--- src/rtl/cordic_pkg.sv ---
// Shared types and helpers for the CORDIC frequency discriminator.
// Holds the state enum and the phase-wrap rule for the discriminator and its averager.
package cordic_pkg;

    typedef enum logic {
        PRIME = 1'b0,
        RUN   = 1'b1
    } state_t;

    // Folds a phase difference back into [-pi, +pi]. The result is 32 bits
    // wide so that callers of any width can size-cast it down.
    function automatic logic signed [31:0] wrap_phase(
        input logic signed [31:0] d,
        input logic signed [31:0] pi_val
    );
        logic signed [31:0] r;
        r = d;
        if (d > pi_val) begin
            r = d - (pi_val <<< 1);
        end else if (d < -pi_val) begin
            r = d + (pi_val <<< 1);
        end
        return r;
    endfunction

endpackage

--- src/rtl/cordic_mavg.sv ---
// Moving average over 2**AVG_LOG phase increments: circular buffer plus running sum.
// Latency: sum registered one cycle after in_vld; average is a combinational shift of it.
// No backpressure: accepts one sample per cycle; clr zeroes buffer, sum and valid.
module cordic_mavg
    import cordic_pkg::*;
#(
    parameter int W       = 18,
    parameter int AVG_LOG = 3
) (
    input  logic                clk,
    input  logic                reset,
    input  logic                clr,
    input  logic                in_vld,
    input  logic signed [W-1:0] in_dat,
    output logic                avg_vld,
    output logic signed [W-1:0] avg_dat
);

    localparam int DEPTH = 1 << AVG_LOG;
    localparam int PTRW  = (AVG_LOG > 0) ? AVG_LOG : 1;
    localparam int SW    = W + AVG_LOG;

    logic signed [W-1:0]  buf_q [DEPTH];
    logic [PTRW-1:0]      ptr_q;
    logic [PTRW-1:0]      ptr_d;
    logic signed [SW-1:0] sum_q;
    logic signed [SW-1:0] sum_d;
    logic                 vld_q;

    // The slot under the pointer holds the oldest entry; it is replaced in place.
    always_comb begin
        sum_d = sum_q + SW'(in_dat) - SW'(buf_q[ptr_q]);
        ptr_d = ptr_q + PTRW'(1);
        if (int'(ptr_q) == DEPTH - 1) begin
            ptr_d = '0;
        end
    end

    always_ff @(posedge clk or posedge reset) begin
        if (reset) begin
            for (int i = 0; i < DEPTH; i++) begin
                buf_q[i] <= '0;
            end
            ptr_q <= '0;
            sum_q <= '0;
            vld_q <= 1'b0;
        end else if (clr) begin
            for (int i = 0; i < DEPTH; i++) begin
                buf_q[i] <= '0;
            end
            ptr_q <= '0;
            sum_q <= '0;
            vld_q <= 1'b0;
        end else begin
            vld_q <= in_vld;
            if (in_vld) begin
                buf_q[ptr_q] <= in_dat;
                ptr_q        <= ptr_d;
                sum_q        <= sum_d;
            end
        end
    end

    assign avg_vld = vld_q;
    assign avg_dat = W'(sum_q >>> AVG_LOG);

endmodule

--- src/rtl/cordic_freq_discr.sv ---
// Frequency discriminator: wrapped phase difference of successive samples, moving-averaged.
// Latency 2 cycles from st to rdy, fully pipelined; optional squelch via CORDIC_DISCR_SQUELCH_EN.
// No backpressure: one sample per cycle; clr re-primes and discards in-flight results.
module cordic_freq_discr
    import cordic_pkg::*;
#(
    parameter int XY_WIDTH = 16,
    parameter int PI_VAL   = 2 ** XY_WIDTH,
    parameter int AVG_LOG  = 3,
    parameter int MAG_THR  = 64
) (
    input  logic                       clk,
    input  logic                       reset,
    input  logic                       clr,
    input  logic                       st,
    input  logic [XY_WIDTH-1:0]        mag,
    input  logic signed [XY_WIDTH+1:0] ph,
    output logic                       rdy,
    output logic signed [XY_WIDTH+1:0] freq,
    output logic                       sq
);

    localparam int PW = XY_WIDTH + 2;
    localparam int DW = XY_WIDTH + 3;

    state_t               state_q;
    logic signed [PW-1:0] ph_prev_q;
    logic signed [PW-1:0] d1_q;
    logic                 v1_q;
    logic                 sq1_q;
    logic                 sq2_q;
    logic                 rdy_q;
    logic signed [PW-1:0] freq_q;
    logic                 sq_q;

    logic signed [DW-1:0] d_raw;
    logic signed [PW-1:0] d_new;
    logic                 squelch;
    logic                 avg_vld;
    logic signed [PW-1:0] avg_dat;

    // One extra bit so the raw difference of two full-range phases cannot overflow.
    assign d_raw = DW'(ph) - DW'(ph_prev_q);
    assign d_new = PW'(wrap_phase(32'(d_raw), 32'(PI_VAL)));

`ifdef CORDIC_DISCR_SQUELCH_EN
    assign squelch = (mag < XY_WIDTH'(MAG_THR));
`else
    logic unused_mag;
    assign unused_mag = ^mag;
    assign squelch    = 1'b0;
`endif

    always_ff @(posedge clk or posedge reset) begin
        if (reset) begin
            state_q   <= PRIME;
            ph_prev_q <= '0;
            d1_q      <= '0;
            v1_q      <= 1'b0;
            sq1_q     <= 1'b0;
            sq2_q     <= 1'b0;
            rdy_q     <= 1'b0;
            freq_q    <= '0;
            sq_q      <= 1'b0;
        end else begin
            v1_q  <= 1'b0;
            rdy_q <= 1'b0;
            sq2_q <= sq1_q;
            if (clr) begin
                // A coincident sample becomes the new reference; the averager clears itself.
                state_q <= st ? RUN : PRIME;
                if (st) begin
                    ph_prev_q <= ph;
                end
            end else begin
                if (st) begin
                    ph_prev_q <= ph;
                    state_q   <= RUN;
                    if (state_q == RUN) begin
                        v1_q  <= 1'b1;
                        d1_q  <= squelch ? '0 : d_new;
                        sq1_q <= squelch;
                    end
                end
                if (avg_vld) begin
                    rdy_q  <= 1'b1;
                    freq_q <= avg_dat;
                    sq_q   <= sq2_q;
                end
            end
        end
    end

    cordic_mavg #(
        .W       (PW),
        .AVG_LOG (AVG_LOG)
    ) u_mavg (
        .clk     (clk),
        .reset   (reset),
        .clr     (clr),
        .in_vld  (v1_q),
        .in_dat  (d1_q),
        .avg_vld (avg_vld),
        .avg_dat (avg_dat)
    );

    assign rdy  = rdy_q;
    assign freq = freq_q;
    assign sq   = sq_q;

endmodule

--- config.mk ---
export PLATFORM = sky130hd
export DESIGN_NAME = cordic_freq_discr
export DESIGN_NICKNAME = d
export VERILOG_FILES = /design/src/rtl/cordic_pkg.sv /design/src/rtl/cordic_mavg.sv /design/src/rtl/cordic_freq_discr.sv
export SDC_FILE = /design/constraint.sdc
export NUM_CORES = 1
export LEC_CHECK = 0
export ABC_CLOCK_PERIOD_IN_PS = 4650
export BUFFER_PORTS_ARGS = -buffer_cell sky130_fd_sc_hd__clkbuf_2
export CELL_PAD_IN_SITES_DETAIL_PLACEMENT = 1
export CELL_PAD_IN_SITES_GLOBAL_PLACEMENT = 1
export CORE_ASPECT_RATIO = 1.25
export CORE_MARGIN = 2
export CORE_UTILIZATION = 40
export DETAILED_ROUTE_END_ITERATION = 7
export HOLD_SLACK_MARGIN = 0.1
export MAX_ROUTING_LAYER = met4
export PLACE_DENSITY_LB_ADDON = 0.1
export SETUP_SLACK_MARGIN = 0.4
export SYNTH_ARGS = -nofsm -noshare
export SYNTH_HDL_FRONTEND = slang
export SYNTH_HIERARCHICAL = 1
export SYNTH_SLANG_ARGS = --single-unit
--- constraint.sdc ---
create_clock -name clk -period 4.65 [get_ports clk]
set_input_delay 0.465 -clock clk [delete_from_list [all_inputs] [get_ports clk]]
set_output_delay 0.465 -clock clk [all_outputs]
set_load 0.05 [all_outputs]
==> metrics.yaml <==
status: "finished clean"
hold_violations: 0
syn_area_sq_um: 12700
grt_pass1_wl_mm: 61.4
nFillCells: 3667
die_area_sq_um: 33100
p_int_mw: 4.63
initial_core_util: 0.408
critPathKind: "reg2reg"
worst-r2r-setup-slack_ns: 0.55
worst_slack_ns: 0.555
synth_nets: 1544
rsz0062_at_grt: "true"
clock_power_share: 0.295
grtUsageTotal: 0.247
rows: 72
netlist_instances: 1443
ys_types: 77
ios: 58
sw_frac_of_total: 0.384
diodes: 0
multiInputGateArea_sq_um: 6070
gr-total-overflow: 0
first_pass_iters: 6
r2r_start: "u_mavg/ptr_q[2]"
grt_max_degree: 151
period_needed_ns: 4.10
setup_viol: 0
final_antenna_net_count: 0
relSlewSlack: 0.205
drv_cap: 0
port_buffers: 40
htreeDepth: 1
cts-buffers-inserted: 26
clkTransAtPathRegs_ns: 0.06
antenna_found_initial: 0
final.setup.tns_ns: 0
finalCritPeriodShare: 0.881
power_mw: 7.53
via_per_inst: 5.46
power_leakage_nw: 6.15
cts_setup_buffers: 0
synth_ff_type: "dfrtp_1"
area_growth_pct: 10.4
grt_pass1_vias: 10719
post-dp-hpwl_mm: 25.3
worstSkewPairLatency_ns: 0.55
core-area_sq_um: 31100
place_ws_ns: 0.416
pwr-share-seq: 0.318
ys_ff_latch: 226
drt_iter0_drc: 580
rr_worst_depth: 17
async_flop_share: 1.00
crit_fanout: 11
worstMarginPinSlew_ns: 1.19
critPathRequiredTime_ns: 5.08
slew_violations: 0
cts_num_sinks: 226
clock_skew_ns: 0.0139
clockBufferDepth: 3
ir_drop_v: 0.000295
seq_area_frac_synth: 0.446
critPathArrivalTime_ns: 4.52
finalWirelength_mm: 38.6
route.detailed.drc: 0
p_per_area_nw_per_um2: 538
final_layout_size_suffix_gt1_frac: 0.119
fp.dieH_um: 203
synth_edf_count: 0
ys_warn_count: 6
cp-end-kind: "flip-flop"
pwr-share-comb: 0.387
cts_tree: "yes"
ctsHoldBuffers: 0
layout.nets: 1519
root_buffer: "clkbuf_16"
avgSynthCellArea_sq_um: 8.78
clock.fmax_mhz: 244
die_w_um: 163
num_vias: 10058
seq_area_sq_um: 5660
cp-start-kind: "flip-flop"
p_sw_mw: 2.89
routedWlPerCell_um: 20.9
gp_congestion: 0.805
r2r_end: "u_mavg/sum_q[20]"
hold_class: "in2async"
[power by group through the flow]
stage	Sequential, mW	Clock (mW)	Combinational (mW)
floorplan	2.45	0	2.27
global placement	2.43	0	2.88
CTS	2.40	2.29	2.95
global route	2.42	2.35	3.27
detailed placement	2.43	0	2.92
finish	2.39	2.22	2.92
[logic make-up after synthesis]
group | after synthesis | share of synthesized area
mux | 34 | 0.0288
compound gates | 372 | 0.190
fa+ha+maj | 63 | 0.0746
flops | 226 | 0.446
other cells | 1 | 0.000296
buf+inv | 229 | 0.0767
simple gates | 498 | 0.170
xor+xnor | 20 | 0.0138
[worst max-delay path, cell delays in order (launching register included)]
cell and delay (ns):
dfrtp_2 0.48, nor3b_2 0.20, buf_4 0.21, a22oi_1 0.23, nand4_1 0.33, ha_1 0.39
inv_1 0.06, ha_1 0.17, inv_1 0.06, fa_1 0.41, nor2b_2 0.17, o2111ai_2 0.17
a21oi_2 0.20, o21ai_2 0.11, a211oi_2 0.27, mux2i_1 0.27, o21ai_1 0.08, nor3b_2 0.15
[state kept, by name, indices dropped and copies added (netlist names)]
signal          cells
u_mavg/buf_q      144
freq               18
v1_q                1
ph_prev_q          18
u_mavg/sum_q       21
rdy                 1
d1_q               18
u_mavg/ptr_q        3
u_mavg/avg_vld      1
state_q             1
[stage by stage]
step,hold slack (ns),util,cell area [sq um],instances
3_3_place_gp,0.464,0.420,13100,1797
6_report,0.101,0.450,14000,1842
5_1_grt,0.161,0.450,14000,1842
4_1_cts,0.116,0.450,14000,1842
3_5_place_dp,0.478,0.420,13100,1797
2_1_floorplan,0.444,-,12700,1443
[cells in the mapped netlist, types with 5 or more instances]
cell type	number	area share
nand3_1	17	0.0067
xor2_1	7	0.0048
o21a_1	8	0.0047
a211oi_1	5	0.0030
ha_1	42	0.041
clkbuf_1	62	0.018
nor3_1	11	0.0043
xnor2_1	13	0.0090
mux2i_1	14	0.011
buf_2	23	0.0091
nor2b_1	6	0.0030
nor3b_1	5	0.0030
dfrtp_1	226	0.45
a22oi_1	73	0.043
inv_1	111	0.033
nand2b_1	9	0.0044
nor2_1	37	0.011
nand2_1	359	0.11
a21oi_1	172	0.068
buf_1	10	0.0030
fa_1	21	0.033
buf_4	20	0.012
a21o_1	13	0.0077
o21ai_0	37	0.015
nand4_1	22	0.011
and2_1	11	0.0054
a21oi_2	5	0.0035
mux2_2	20	0.018
a31oi_1	8	0.0039
[cell type report]
cell class                      instances  area share
Timing Repair Buffer                   64      0.0291
Clock inverter                         10      0.0109
Tap cell                              407      0.0364
Sequential cell                       226       0.404
Inverter                              112      0.0303
Clock buffer                           35      0.0547
Multi-Input combinational cell        988       0.434
[metal layers]
layer,GRT usage,wire length [um]
met3,0.0233,1220
met4,0.0667,924
met2,0.433,19900
met1,0.305,16500
met5,-,0
[timing repair]
item | CTS | global route
resized for setup | 0 | 5
endpoints found under the hold margin | 0 | 0
setup endpoints to repair | 0 | 10
[cells in the final DEF, fill, tap and decap left out, types with 4 or more instances in the layout]
cell type  instances
a211oi_1           5
a211oi_2           4
a21o_1            13
a21oi_1          172
a21oi_2            5
a22oi_1           73
a31oi_1            8
and2_1            11
buf_4             23
bufinv_16          4
clkbuf_16         27
clkbuf_2          39
clkbuf_8           6
clkinv_2           5
dfrtp_1          222
dfrtp_2            4
fa_1              21
ha_1              42
inv_1            109
mux2_2            20
mux2i_1           14
nand2_1          359
nand2b_1           9
nand3_1           17
nand4_1           22
nor2_1            37
nor2b_1            5
nor3_1            10
nor3b_2            4
o21a_1             8
o21ai_0           37
o21bai_1           4
xnor2_1           13
xor2_1             7
[how the worst max path moves through the flow]
stage | endpoint | cells after the start | from | slack [ns]
6_report | u_mavg/sum_q[20] | 17 | u_mavg/ptr_q[2] | 0.55
4_1_cts | u_mavg/sum_q[20] | 13 | u_mavg/ptr_q[0] | 0.41
5_1_grt | u_mavg/sum_q[18] | 15 | u_mavg/ptr_q[0] | 0.39
2_1_floorplan | u_mavg/sum_q[20] | 16 | u_mavg/ptr_q[2] | 0.81
3_5_place_dp | u_mavg/sum_q[20] | 13 | u_mavg/ptr_q[0] | 0.42
3_3_place_gp | u_mavg/sum_q[20] | 13 | u_mavg/ptr_q[0] | 0.51
(Power assumes the default switching activity.)
